[src/rtl/seq_detector_param.sv]
// seq_detector_param: run-time programmable symbol-sequence detector.
// Watches a qualified DATA_W-bit symbol stream and pulses when the last LEN
// accepted symbols equal the programmed pattern (slot 0 = oldest symbol).
// Keeps a saturating match counter and a sticky match flag.
module seq_detector_param #(
    parameter int DATA_W      = 3,
    parameter int MAX_LEN     = 4,
    parameter int CNT_W       = 8,
    parameter int DEFAULT_LEN = 3,
    parameter logic [MAX_LEN*DATA_W-1:0] DEFAULT_PATTERN =
        (MAX_LEN*DATA_W)'({3'b100, 3'b010, 3'b001}),
    parameter int AW          = $clog2(MAX_LEN + 1)
) (
    input  logic              clk,
    input  logic              reset,
    input  logic              enable,
    input  logic              data_valid,
    input  logic [DATA_W-1:0] data,
    input  logic              overlap,
    input  logic              cfg_we,
    input  logic [AW-1:0]     cfg_addr,
    input  logic [DATA_W-1:0] cfg_data,
    input  logic              clear,
    output logic              sequence_found,
    output logic              found_sticky,
    output logic [CNT_W-1:0]  match_count,
    output logic [AW-1:0]     busy_fill
);

    typedef enum logic [1:0] {
        IDLE  = 2'd0,
        FILL  = 2'd1,
        ARMED = 2'd2
    } state_t;

    state_t            state;
    state_t            state_nxt;

    // history[0] is the newest symbol, history[k] arrived k symbols earlier
    logic [DATA_W-1:0] history [MAX_LEN];
    logic [DATA_W-1:0] shifted [MAX_LEN];
    logic [DATA_W-1:0] pattern [MAX_LEN];

    logic [AW-1:0]     len;
    logic [AW-1:0]     fill;
    logic [AW-1:0]     fill_nxt;
    logic [AW-1:0]     fill_plus;

    logic              accept;
    logic              cfg_slot;
    logic              cfg_len;
    logic              cfg_flush;
    logic              window_eq;
    logic              hit;
    logic              flush;
    logic              shift_en;

    // Decode acceptance and configuration writes; build the shifted window
    always_comb begin
        accept    = enable & data_valid & ~cfg_we;
        cfg_slot  = cfg_we && (int'(cfg_addr) < MAX_LEN);
        cfg_len   = cfg_we && (int'(cfg_addr) == MAX_LEN) && (cfg_data != '0);
        cfg_flush = cfg_slot | cfg_len;
        fill_plus = fill + AW'(1);
        shifted[0] = data;
        for (int k = 1; k < MAX_LEN; k++) begin
            shifted[k] = history[k-1];
        end
    end

    // Compare the window including the incoming symbol against the pattern;
    // pattern slot i lines up with the symbol that arrived len-1-i symbols ago
    always_comb begin
        window_eq = 1'b1;
        for (int i = 0; i < MAX_LEN; i++) begin
            for (int j = 0; j < MAX_LEN; j++) begin
                if ((AW'(i) < len) && (AW'(j) == len - AW'(1) - AW'(i)) &&
                    (shifted[j] != pattern[i])) begin
                    window_eq = 1'b0;
                end
            end
        end
        hit = accept && (fill_plus >= len) && window_eq;
    end

    // Next-state logic: disable and config writes flush, matches may flush
    always_comb begin
        state_nxt = state;
        fill_nxt  = fill;
        flush     = 1'b0;
        shift_en  = 1'b0;
        if (!enable) begin
            state_nxt = IDLE;
            flush     = 1'b1;
            fill_nxt  = '0;
        end else if (cfg_flush) begin
            state_nxt = FILL;
            flush     = 1'b1;
            fill_nxt  = '0;
        end else if (hit && !overlap) begin
            state_nxt = FILL;
            flush     = 1'b1;
            fill_nxt  = '0;
        end else if (accept) begin
            shift_en  = 1'b1;
            fill_nxt  = (fill_plus > len) ? len : fill_plus;
            state_nxt = (fill_nxt == len) ? ARMED : FILL;
        end else if (state == IDLE) begin
            state_nxt = FILL;
        end
    end

    // State, fill count and symbol history
    always_ff @(posedge clk or negedge reset) begin
        if (!reset) begin
            state <= IDLE;
            fill  <= '0;
            for (int k = 0; k < MAX_LEN; k++) begin
                history[k] <= '0;
            end
        end else begin
            state <= state_nxt;
            fill  <= fill_nxt;
            if (flush) begin
                for (int k = 0; k < MAX_LEN; k++) begin
                    history[k] <= '0;
                end
            end else if (shift_en) begin
                history <= shifted;
            end
        end
    end

    // Programmable pattern slots and length; length is clamped to MAX_LEN
    always_ff @(posedge clk or negedge reset) begin
        if (!reset) begin
            len <= AW'(DEFAULT_LEN);
            for (int i = 0; i < MAX_LEN; i++) begin
                pattern[i] <= DEFAULT_PATTERN[i*DATA_W +: DATA_W];
            end
        end else begin
            for (int i = 0; i < MAX_LEN; i++) begin
                if (cfg_slot && (cfg_addr == AW'(i))) begin
                    pattern[i] <= cfg_data;
                end
            end
            if (cfg_len) begin
                if (int'(cfg_data) > MAX_LEN) begin
                    len <= AW'(MAX_LEN);
                end else begin
                    len <= AW'(cfg_data);
                end
            end
        end
    end

    // Match pulse, saturating counter and sticky flag; clear loses to a same-cycle match
    always_ff @(posedge clk or negedge reset) begin
        if (!reset) begin
            sequence_found <= 1'b0;
            found_sticky   <= 1'b0;
            match_count    <= '0;
        end else begin
            sequence_found <= hit;
            if (clear) begin
                match_count  <= hit ? CNT_W'(1) : '0;
                found_sticky <= hit;
            end else if (hit) begin
                found_sticky <= 1'b1;
                if (match_count != '1) begin
                    match_count <= match_count + CNT_W'(1);
                end
            end
        end
    end

    assign busy_fill = fill;

endmodule

[config.mk]
export PLATFORM = sky130hd
export DESIGN_NAME = seq_detector_param
export DESIGN_NICKNAME = d
export VERILOG_FILES = /design/src/rtl/seq_detector_param.sv
export SDC_FILE = /design/constraint.sdc
export NUM_CORES = 1
export LEC_CHECK = 0
export BUFFER_PORTS_ARGS = -buffer_cell sky130_fd_sc_hd__buf_2
export CAP_MARGIN = 20
export CORE_MARGIN = 5
export CORE_UTILIZATION = 30
export CTS_CLUSTER_DIAMETER = 150
export CTS_CLUSTER_SIZE = 16
export DETAILED_ROUTE_END_ITERATION = 10
export PLACE_DENSITY = 0.56
export RECOVER_POWER = 25
export REMOVE_ABC_BUFFERS = 1
export SYNTH_ARGS = -nofsm -noshare
export SYNTH_HDL_FRONTEND = slang
export SYNTH_SLANG_ARGS = --single-unit
[constraint.sdc]
create_clock -name clk -period 3.8 [get_ports clk]
set_input_delay 1.14 -clock clk [delete_from_list [all_inputs] [get_ports clk]]
set_output_delay 1.14 -clock clk [all_outputs]
set_load 0.03 [all_outputs]
* Word-level counts from Yosys, hierarchy flattened *
Index checks and enable logic that the tools add are counted.

word-level totals
  output and inout port bits = 13
  logic and storage cells = 154
  flip-flop bits (word level) = 37

cells by class
  bitwise gates (word level) = 4
  equality and inequality tests = 34
  reduce and logical (&&, ||, !) cells = 53
  multiplexer cells = 37
  magnitude comparators = 8
  add/sub/neg operators = 6

operators by type and width
  cell                                                                         count
  3-bit inequality test                                                        16
  1-bit logical AND                                                            42
  1-bit two-way mux                                                            26
  2-bit by 3-bit equality test with 1-bit output, first input constant         8
  12-bit two-way mux                                                           2
  8-bit two-way mux                                                            3
  3-bit two-way mux                                                            6
  3-bit logical NOT                                                            5
  1-bit by 3-bit equality test with 1-bit output, first input constant         4
  8-bit by 1-bit adder with 8-bit output, second input constant                1
  8-bit inequality test, second input constant                                 1
  3-bit by 2-bit equality test with 1-bit output, second input constant        2
  1-bit by 3-bit less-than comparator with 1-bit output, first input constant  2
  2-bit by 3-bit less-than comparator with 1-bit output, first input constant  2
  2-bit nonzero test                                                           3
  3-bit by 1-bit subtractor with 3-bit output, second input constant           2
  3-bit by 2-bit subtractor with 3-bit output, second input constant           2
  4-bit by 1-bit inequality test with 1-bit output, second input constant      1
  3-bit by 1-bit adder with 3-bit output, second input constant                1
  3-bit by 1-bit equality test with 1-bit output, second input constant        1
  3-bit equality test, second input constant                                   1
  3-bit >= comparator                                                          1
  3-bit greater-than comparator                                                1
  3-bit greater-than comparator, second input constant                         1
  other kinds (7)                                                              8

* Longest topological paths before layout *
Gate-level depths: netlist of run 1.

  word-level depth = 27
  mapped depth = 12
  mapped depth without buffers = 10

* Worst setup path before layout of run 1 *
Ideal clock, no wire load.

  path type = input to register
  start = input port data[0]
  end = register match_count[2]
  stages = 8
  library setup time = 0.125 ns
  setup slack = 0.824 ns
  data required time = 3.675 ns
  arrival time = 2.852 ns
  path buffers = 2
  path through = buf_2 xor2_1 o31ai_1 nand3_1 a221o_1 buf_2 nor4_1 mux2_2

between the ends
  cells in the longest elaborated chain, start to end = 21

ends and longest elaborated chain
  item                               RTL line  RTL
  start: declaration                 18        input logic [DATA_W-1:0] data,
  3-bit inequality test              78        (shifted[j] != pattern[i])) begin
  1-bit logical AND                  77        if ((AW'(i) < len) && (AW'(j) == len - AW'(1) - AW'(i)) &&
  1-bit two-way mux (12 in series)   77
  1-bit two-way mux * (4 in series)  77
  1-bit logical AND *                83        hit = accept && (fill_plus >= len) && window_eq;
  2-bit nonzero test (no line) *     n/a
  2-bit AND reduction (no line) *    n/a
  end signal: assignment             166       match_count <= hit ? CNT_W'(1) : '0;
  end signal: assignment             171       match_count <= match_count + CNT_W'(1);
  end: declaration                   26        output logic [CNT_W-1:0] match_count,

Mark *: on every way between the ends. The rest lies on a longest branch, timed or not.
A chain may end at the register's enable or synchronous reset.

* Worst setup path after layout of run 1 *
  start = register len[0]
  end = register history[6] (netlist bit)

between the ends
  cells in the longest elaborated chain, start to end = 26

ends and longest elaborated chain
  item                                                             RTL line  RTL
  start: declaration                                               44        logic [AW-1:0] len;
  start signal: assignment                                         137       len <= AW'(DEFAULT_LEN);
  start signal: assignment                                         149       len <= AW'(MAX_LEN);
  start signal: assignment                                         151       len <= AW'(cfg_data);
  3-bit by 1-bit subtractor with 3-bit output                      77
  3-bit logical NOT                                                77
  1-bit logical AND (2 in series)                                  77
  1-bit two-way mux (16 in series)                                 77
  1-bit logical AND *                                              83
  1-bit logical AND *                                              100       end else if (hit && !overlap) begin
  1-bit two-way mux                                                100
  1-bit two-way mux                                                96        end else if (cfg_flush) begin
  1-bit two-way mux                                                92        if (!enable) begin
  12-bit two-way mux / 2-bit nonzero test (equally long branches)  n/a
  end signal: assignment                                           129       history <= shifted;
  end: declaration                                                 40        logic [DATA_W-1:0] history [MAX_LEN];

Marked as above.

==> results of run 1 <==
[Yosys cell counts, types with 5 or more instances]
cell and instances:
o31ai_1 13, xnor2_1 5, mux2_2 17, nor3_1 5
dfrtp_1 32, o21ai_0 7, nor2b_1 8, inv_1 7
nand4_1 5, buf_2 12, clkbuf_1 15, a21oi_1 13
nor2_1 8, nor4_1 7, xor2_1 47, dfstp_2 5
ha_1 12, nand2_1 26
[worst max path at each step]
stage,end,from,depth (start not counted)
after floorplan,busy_fill[1],data_valid,5
after global placement,match_count[3],data[0],7
after detailed placement,history[8],data[0],8
after CTS,history[8],len[0],11
after global routing,history[4],len[0],11
final,history[6],len[0],11
[power by group through the flow]
stage,Combinational (mW),Clock (mW),Sequential [mW]
floorplan,0.279,0,0.529
global placement,0.391,0,0.543
detailed placement,0.398,0,0.543
CTS,0.401,0.281,0.535
global route,0.449,0.296,0.544
finish,0.399,0.270,0.535
[cell usage in the layout, fill, tap and decap left out, types with 7 or more instances in the layout]
cell / n
dfrtp_1: 32
nand2_1: 26
xor2_1: 47
nor2b_1: 8
o21ai_0: 7
o31ai_1: 13
nor2_1: 8
mux2_2: 17
nor4_1: 7
a21oi_1: 13
buf_2: 26
inv_1: 7
ha_1: 12
[tightest hold or removal path: stages, from the launching register on]
cell	delay [ns]
dfrtp_1	0.37
inv_1	0.05
o21ai_0	0.07
[layout make-up]
class                   instances  share of cell area, %
well taps                     108                   4.60
repair buffers                 31                   5.45
flip-flops and latches         37                   31.7
multi-input cells             213                   54.4
inverters                       7                  0.894
clock inverters                 3                  0.596
clock buffers                   5                   2.34
[flip-flops by register name, summed over array words and instances (netlist names)]
signal and count:
match_count 8, history 9, sequence_found 1, busy_fill 3, found_sticky 1, pattern 12, len 3
[layer usage]
layer  wire, um  vias to the layer above
met3        233                       14
li1           -                     1013
met1       2920                     1003
met4        180                        0
met5          0                        -
met2       3090                       42
[cells by family after synthesis]
| kind of cell | after synthesis | share of synthesized area (%) |
|---|---|---|
| AOI/OAI and AO/OA | 52 | 13.5 |
| adders and majority gates | 12 | 5.53 |
| and+or+nand+nor | 77 | 14.9 |
| xor gates and xnor gates | 52 | 16.8 |
| buffers and inverters | 40 | 6.78 |
| muxes | 20 | 8.16 |
| DFF | 37 | 34.3 |
==> flow_metrics.tcl, run 1 <==
set metrics [dict create \
    status "finished, violations left" \
    failed_checks "capacitance limit, slew limit" \
    ant_nets 0 \
    fin_ws_ns 0.719 \
    p_sw_share_pct 38.0 \
    finalCritPeriodShare_pct 81.1 \
    synth.top_cell.area_share_pct 29.5 \
    drive_gt1_share_pct 20.3 \
    skew_ns 0.00686 \
    synth-edff-count 0 \
    hold_buffers 0 \
    finalCoreUtilization_pct 33.5 \
    tightestPinTransition_ns 2.01 \
    drt_iter0_markers 73 \
    portBuffers 28 \
    powerDensity_mw_per_mm2 410 \
    num_vias 2072 \
    die_h_um 105 \
    ys_seq_area_share_pct 34.3 \
    place.gp.congestion 0.879 \
    grtUsageTotal_pct 12.1 \
    grt_max_degree 38 \
    synth_top_area_cell "dfrtp_1" \
    grt_use_met2_pct 20.0 \
    cts_buffer_depth 2 \
    remaining_drc_errors 0 \
    critPathMaxFanout 9 \
    slowest_stage "dfstp_2" \
    grt_util_met1_pct 15.5 \
    placementRows 34 \
    crit_chain "inv_1 > ha_1 > xnor2_1 > ha_1 > nor2b_1 > o311ai_0 > and4_1 > nand2_1 > o41ai_2 > buf_4 > a21oi_1" \
    yosysWarnings 0 \
    ir_drop_uv 147 \
    slew_headroom_pct -34.0 \
    numCtsBuffers 5 \
    p_leak_nw 1.36 \
    min_to "found_sticky" \
    ys_ff_latch 37 \
    synth_cells 290 \
    hp-start "found_sticky" \
    met3_usage_pct 2.03 \
    clkTransAtPathRegs_ns 0.07 \
    final_area_mm2 0.00294 \
    hold_violations 0 \
    cp_num_buf_inv 2 \
    synthTopCellsByArea "dfrtp_1 30%, xor2_1 15%, mux2_2 7.1%" \
    cts_setup_buffers 0 \
    htree_levels 2 \
    multi_input_area_mm2 0.00160 \
    start_util_pct 31.0 \
    end_kind "flip-flop" \
    critical-path-top-delay-family "compound AO/OA/AOI/OAI gates" \
    diodes 0 \
    rr_worst_depth 11 \
    grt_antenna_before_repair 0 \
    cp-start-kind "flip-flop" \
    instances_no_fill 404 \
    critPathKind "flip-flop to flip-flop" \
    max_stage_delay_ns 0.63 \
    nets 323 \
    grt_pass1_vias 2119 \
    wl_per_cell_um 15.9 \
    dr.pass1.iters 4 \
    die_x_um 105 \
    core_mm2 0.00876 \
    period_needed_ns 3.08 \
    grt.busiest_layer "met2" \
    synth.distinct_cells 48 \
    power_frac_seq_pct 44.4 \
    rsz0062_at_grt "false" \
    p_comb_share_pct 33.2 \
    intPower_mw 0.747 \
    crit-reg2reg-launch "len[0]" \
    placed_area_mm2 0.00285 \
    power_frac_clock_pct 22.4 \
    setup_violations 0 \
    cts_tree "built" \
    io_pins 29 \
    synth_flop_cell "dfrtp_1" \
    register_area_um2 932 \
    regToRegSetupSlack_ns 0.72 \
    cap_violations 1 \
    dp_slack_ns 0.547 \
    totalPowerFinal_mw 1.20 \
    slew_violations 38 \
    gr-total-overflow 0 \
    fmax_mhz 325 \
    die_area_mm2 0.0110 \
    reg2reg_to "history[6]" \
    dp_cells 396 \
    grt_pass1_wl_mm 10.9 \
    netlist_area_mm2 0.00271 \
    async_reset_ff_share_pct 100 \
    holdWs_ns 0.529 \
    hold_path.class "flip-flop to flip-flop" \
    avgSynthCellArea_um2 9.36 \
    whs_path_depth 2 \
    cts-root-buf "clkbuf_8" \
    vias_per_cell 5.13 \
    post_cts_resized 0 \
    n_fill_cell 901 \
    switchingPower_mw 0.457 \
    fin_setup_tns_ns 0 \
    critPathArrivalTime_ns 3.26 \
    insertion_delay_ns 0.29 \
    cts.sink_count 37 \
    drt-total-wl_mm 6.43 \
    hpwl_mm 4.81 \
    path_common_cell "ha_1" \
    syn_to_final_growth_pct 8.25 \
    cp.required_ns 3.97 \
]
No activity file was read; power rests on OpenSTA's default activity.
==> inputs of run 2 (changes only) <==
--- a/config.mk
+++ b/config.mk
@@ -12,7 +12,7 @@
 export CTS_CLUSTER_DIAMETER = 150
 export CTS_CLUSTER_SIZE = 16
 export DETAILED_ROUTE_END_ITERATION = 10
-export PLACE_DENSITY = 0.56
+export PLACE_DENSITY = 0.58
 export RECOVER_POWER = 25
 export REMOVE_ABC_BUFFERS = 1
 export SYNTH_ARGS = -nofsm -noshare
==> constraint.sdc (replaced) <==
create_clock -name clk -period 2.68 [get_ports clk]
set_input_delay 0.804 -clock clk [delete_from_list [all_inputs] [get_ports clk]]
set_output_delay 0.804 -clock clk [all_outputs]
set_load 0.03 [all_outputs]
==> flow_metrics.tcl, run 2 (synthesis results as in run 1) <==
set metrics [dict create \
    status "finished clean" \
    fin_ws_ns 0.0350 \
    slew_headroom_pct 36.9 \
    io_pins 29 \
    layout_common_cells "46 x xor2_1, 32 x dfrtp_1, 28 x buf_2" \
    numCtsBuffers 5 \
    hold_path.class "flip-flop to flip-flop" \
    vias_per_cell 5.10 \
    core_mm2 0.00876 \
    slew_violations 0 \
    insertion_delay_ns 0.29 \
    placed_area_mm2 0.00298 \
    die_area_mm2 0.0110 \
    critPathArrivalTime_ns 2.87 \
    period_needed_ns 2.64 \
    finalCoreUtilization_pct 38.8 \
    cp.required_ns 2.90 \
    register_area_um2 932 \
    nets 348 \
    powerDensity_mw_per_mm2 618 \
    grt_pass1_vias 2215 \
    placementRows 34 \
    layout_commonest_cell "xor2_1" \
    clkTransAtPathRegs_ns 0.08 \
    grt_antenna_before_repair 0 \
    grtUsageTotal_pct 12.7 \
    remaining_drc_errors 0 \
    n_fill_cell 874 \
    totalPowerFinal_mw 2.10 \
    die_x_um 105 \
    grt_pass1_wl_mm 11.6 \
    cap_violations 0 \
    crit_chain "inv_4 > ha_4 > buf_6 > xnor2_4 > mux2i_2 > a41oi_2 > a221o_2 > or4_4 > a21oi_2" \
    critPathKind "flip-flop to flip-flop" \
    cts_tree "built" \
    drive_gt1_share_pct 33.6 \
    finalCritPeriodShare_pct 98.7 \
    htree_levels 2 \
    skew_ns 0.0109 \
    drt_iter0_markers 76 \
    fmax_mhz 378 \
    grt_max_degree 38 \
    cp-start-kind "flip-flop" \
    largest_reg_flops 12 \
    portBuffers 28 \
    regMostFlops "pattern" \
    critPathMaxFanout 6 \
    cts.sink_count 37 \
    num_vias 2186 \
    ir_drop_uv 188 \
    multi_input_area_mm2 0.00183 \
    diodes 0 \
    dp_slack_ns -0.147 \
    cts_buffer_depth 2 \
    dr.pass1.iters 4 \
    slowest_stage "dfstp_2" \
    gr-total-overflow 0 \
    wl_per_cell_um 16.3 \
    syn_to_final_growth_pct 25.3 \
    final_area_mm2 0.00340 \
    hold_violations 0 \
    ant_nets 0 \
    die_h_um 105 \
    p_leak_nw 1.54 \
    rsz0062_at_grt "true" \
    max_stage_delay_ns 0.56 \
    hpwl_mm 4.85 \
    fin_setup_tns_ns 0 \
    tightestPinTransition_ns 0.946 \
    end_kind "flip-flop" \
    reg.largest.list "pattern (12), history (9), match_count (8)" \
    drt-total-wl_mm 6.97 \
    place.gp.congestion 0.878 \
    start_util_pct 31.0 \
    setup_violations 0 \
    cts-root-buf "clkbuf_8" \
]
[run 2: cell types whose count changed in the layout (fill, tap and decap cells not counted), sizes merged]
cell      delta
buf         +24
clkbuf       +2
clkinv       -2
a221o        +1
bufinv       +1
clkinvlp     -1
[run 2: path summary, 6_finish.rpt]
check | startpoint | endpoint | slack [ns] | cells past startpoint
min in group asynchronous | reset | pattern[4] | 0.65 | 1
setup reg to reg | len[1] | match_count[7] | 0.04 | 9
max in group asynchronous | reset | match_count[6] | 1.44 | 1
setup / recovery | len[1] | match_count[7] | 0.04 | 9
hold / removal | found_sticky | found_sticky | 0.54 | 2
hold reg to reg | found_sticky | found_sticky | 0.54 | 2
[run 2: cell type report]
class,count,share of cell area (%)
clock inverter,1,0.883
multi-input combinational,214,53.7
tap,108,3.97
inverter,7,0.847
sequential,37,27.4
clock buffer,7,2.54
timing repair buffer,55,10.6
[run 2: through the flow]
stage | instances | hold slack (ns)
floorplan | 257 | 0.508
global placement | 413 | 0.513
detailed placement | 413 | 0.523
CTS | 427 | 0.536
global route | 429 | 0.565
finish | 429 | 0.544
[run 2: what timing repair did]
| item | in CTS | in global routing |
|---|---|---|
| gates cloned | 2 | 1 |
| hold buffers | 0 | 0 |
| buffers inserted | 4 | 1 |
| hold endpoints to repair | 0 | 0 |
| pin swaps | 2 | 14 |
| gates resized for setup | 19 | 27 |
| endpoints found under the setup margin | 19 | 21 |
[run 2: critical path: cells and delay by family (launching register included)]
family	cells	cell delay, ns
AO/OA/AOI/OAI	3	0.70
flip-flops	1	0.56
AND/OR/NAND/NOR	1	0.56
multiplexers	1	0.29
buffers and inverters	2	0.18
adder cells (fa/ha/maj)	1	0.16
XOR/XNOR	1	0.13
[run 2: metal layers]
| metal | track usage [%] | vias up | wire length, um |
|---|---|---|---|
| met5 | 0 | - | 0 |
| met4 | 2.92 | 0 | 97 |
| met3 | 2.10 | 9 | 190 |
| met2 | 21.1 | 25 | 3480 |
| met1 | 17.3 | 1082 | 3210 |
| li1 | - | 1070 | - |
[run 2: report_power, final]
| part | switching [mW] | leakage, nW | internal (mW) |
|---|---|---|---|
| logic | 0.468 | 1.01 | 0.384 |
| clock network | 0.200 | 0.0585 | 0.304 |
| registers | 0.115 | 0.478 | 0.630 |
| total | 0.782 | 1.54 | 1.32 |
==> inputs of run 3 (changes only) <==
--- a/config.mk
+++ b/config.mk
@@ -5,14 +5,17 @@
 export SDC_FILE = /design/constraint.sdc
 export NUM_CORES = 1
 export LEC_CHECK = 0
+export ABC_CLOCK_PERIOD_IN_PS = 2680
 export BUFFER_PORTS_ARGS = -buffer_cell sky130_fd_sc_hd__buf_2
 export CAP_MARGIN = 20
+export CELL_PAD_IN_SITES_DETAIL_PLACEMENT = 1
+export CELL_PAD_IN_SITES_GLOBAL_PLACEMENT = 1
 export CORE_MARGIN = 5
 export CORE_UTILIZATION = 30
 export CTS_CLUSTER_DIAMETER = 150
 export CTS_CLUSTER_SIZE = 16
 export DETAILED_ROUTE_END_ITERATION = 10
-export PLACE_DENSITY = 0.58
+export PLACE_DENSITY = 0.69
 export RECOVER_POWER = 25
 export REMOVE_ABC_BUFFERS = 1
 export SYNTH_ARGS = -nofsm -noshare
==> flow_metrics.tcl, run 3 (synthesis results as in run 1) <==
set metrics [dict create \
    status "finished clean" \
    cts-root-buf "clkbuf_8" \
    numCtsBuffers 5 \
    drt_iter0_markers 108 \
    fin_ws_ns 0.0367 \
    cp-start-kind "flip-flop" \
    dr.pass1.iters 4 \
    critical-path-top-delay-family "multiplexers" \
    n_fill_cell 1011 \
    num_vias 2297 \
    cts_buffer_depth 2 \
    cp_num_buf_inv 1 \
    grt_max_degree 38 \
    layout_common_cells "47 x xor2_1, 32 x dfrtp_1, 26 x buf_2" \
    remaining_drc_errors 0 \
    critPathMaxFanout 6 \
    insertion_delay_ns 0.29 \
    p_leak_nw 1.51 \
    nets 347 \
    setup_violations 0 \
    drt-total-wl_mm 8.06 \
    end_kind "flip-flop" \
    vias_per_cell 5.37 \
    finalCritPeriodShare_pct 98.6 \
    portBuffers 28 \
    ir_drop_uv 312 \
    power_frac_clock_pct 21.1 \
    die_h_um 105 \
    cts_tree "built" \
    critPathKind "flip-flop to flip-flop" \
    die_x_um 105 \
    slew_headroom_pct 34.1 \
    switchingPower_mw 0.808 \
    drive_gt1_share_pct 33.8 \
    syn_to_final_growth_pct 23.6 \
    dp_slack_ns -0.175 \
    placed_area_mm2 0.00300 \
    io_pins 29 \
    crit_chain "inv_4 > ha_4 > xnor2_2 > mux2i_2 > a41oi_2 > a221o_2 > nor4_4 > mux2_4" \
    reg.largest.list "pattern (12), history (9), match_count (8)" \
    hpwl_mm 5.66 \
    powerDensity_mw_per_mm2 600 \
    power_frac_seq_pct 37.2 \
    htree_levels 2 \
    critPathArrivalTime_ns 2.82 \
    p_comb_share_pct 41.8 \
    cap_violations 0 \
    holdWs_ns 0.519 \
    gr-total-overflow 0 \
    die_area_mm2 0.0110 \
    largest_reg_flops 12 \
    final_area_mm2 0.00335 \
    place.gp.congestion 0.866 \
    diodes 0 \
    cts.sink_count 37 \
    period_needed_ns 2.64 \
    grt_pass1_vias 2375 \
    grt_antenna_before_repair 0 \
    ant_nets 0 \
    tightestPinTransition_ns 0.988 \
    finalCoreUtilization_pct 38.3 \
    clkTransAtPathRegs_ns 0.08 \
    p_sw_share_pct 40.2 \
    core_mm2 0.00876 \
    hold_violations 0 \
    start_util_pct 31.0 \
    cp.required_ns 2.85 \
    max_stage_delay_ns 0.56 \
    skew_ns 0.00806 \
    wl_per_cell_um 18.8 \
    slew_violations 0 \
    fmax_mhz 378 \
    grt_pass1_wl_mm 12.4 \
    slowest_stage "dfstp_2" \
    totalPowerFinal_mw 2.01 \
    intPower_mw 1.20 \
    grtUsageTotal_pct 13.8 \
    placementRows 34 \
    hold_path.class "flip-flop to flip-flop" \
    layout_commonest_cell "xor2_1" \
    regMostFlops "pattern" \
]
run 3: cell count changes in the layout (fill, tap and decap cells not counted), moves of 2 or more:
| cell | previous run | this run |
|---|---|---|
| ha_1 | 9 | 7 |
| buf_4 | 21 | 24 |
| buf_2 | 28 | 26 |
| buf_6 | 3 | 0 |
run 3: metrics by stage:
| stage | setup TNS [ns] | cells |
|---|---|---|
| 6_report | 0 | 428 |
| 3_5_place_dp | -1.65 | 415 |
| 4_1_cts | -0.0245 | 423 |
| 3_3_place_gp | -0.818 | 415 |
| 2_1_floorplan | -1.81 | 257 |
| 5_1_grt | -0.0716 | 428 |
run 3: layer usage:
layer	part of all wire, %	track usage (%)	vias to the layer above
li1	-	-	1060
met1	46	17.8	1173
met2	48	23.4	52
met3	4.3	3.02	12
met4	1.4	3.29	0
met5	0	0	-
run 3: worst paths after layout:
| check | from | to | slack, ns | cells after the start |
|---|---|---|---|---|
| min reg2reg | found_sticky | found_sticky | 0.52 | 2 |
| max reg2reg | len[0] | match_count[2] | 0.04 | 8 |
| max in group asynchronous | reset | pattern[4] | 1.40 | 1 |
| min in group asynchronous | reset | match_count[6] | 0.66 | 1 |
| min | found_sticky | found_sticky | 0.52 | 2 |
| max | len[0] | match_count[2] | 0.04 | 8 |
run 3: power by group through the flow:
| stage | Sequential, mW | Clock, mW | Combinational (mW) |
|---|---|---|---|
| after global routing | 0.756 | 0.463 | 0.911 |
| final | 0.747 | 0.423 | 0.840 |
| after detailed placement | 0.754 | 0 | 0.660 |
| after floorplan | 0.750 | 0 | 0.396 |
| after global placement | 0.749 | 0 | 0.633 |
| after CTS | 0.743 | 0.442 | 0.671 |
run 3: final cells by class:
| cell class | instances | area, um^2 | share of cell area (%) |
|---|---|---|---|
| Sequential cell | 37 | 932 | 27.8 |
| Tap cell | 108 | 135 | 4.03 |
| Multi-Input combinational cell | 215 | 1820 | 54.3 |
| Clock buffer | 6 | 82.6 | 2.46 |
| Clock inverter | 2 | 13.8 | 0.410 |
| Inverter | 7 | 28.8 | 0.858 |
| Timing Repair Buffer | 53 | 339 | 10.1 |
run 3: worst register-to-register path: cells and delay by family (launching register included):
family / cells / cell delay, ns
muxes: 2 / 0.62
DFF: 1 / 0.56
buffers and inverters: 1 / 0.05
adders and majority gates: 1 / 0.24
AOI/OAI and AO/OA: 2 / 0.57
and+or+nand+nor: 1 / 0.31
xor gates and xnor gates: 1 / 0.18
run 3: timing repair:
| item | in CTS | in global routing |
|---|---|---|
| hold buffers | 0 | 0 |
| gates resized for setup | 4 | 36 |
| pin swaps | 0 | 15 |
| setup buffers | 0 | 3 |
| setup endpoints to repair | 19 | 20 |
| gates cloned | 0 | 2 |
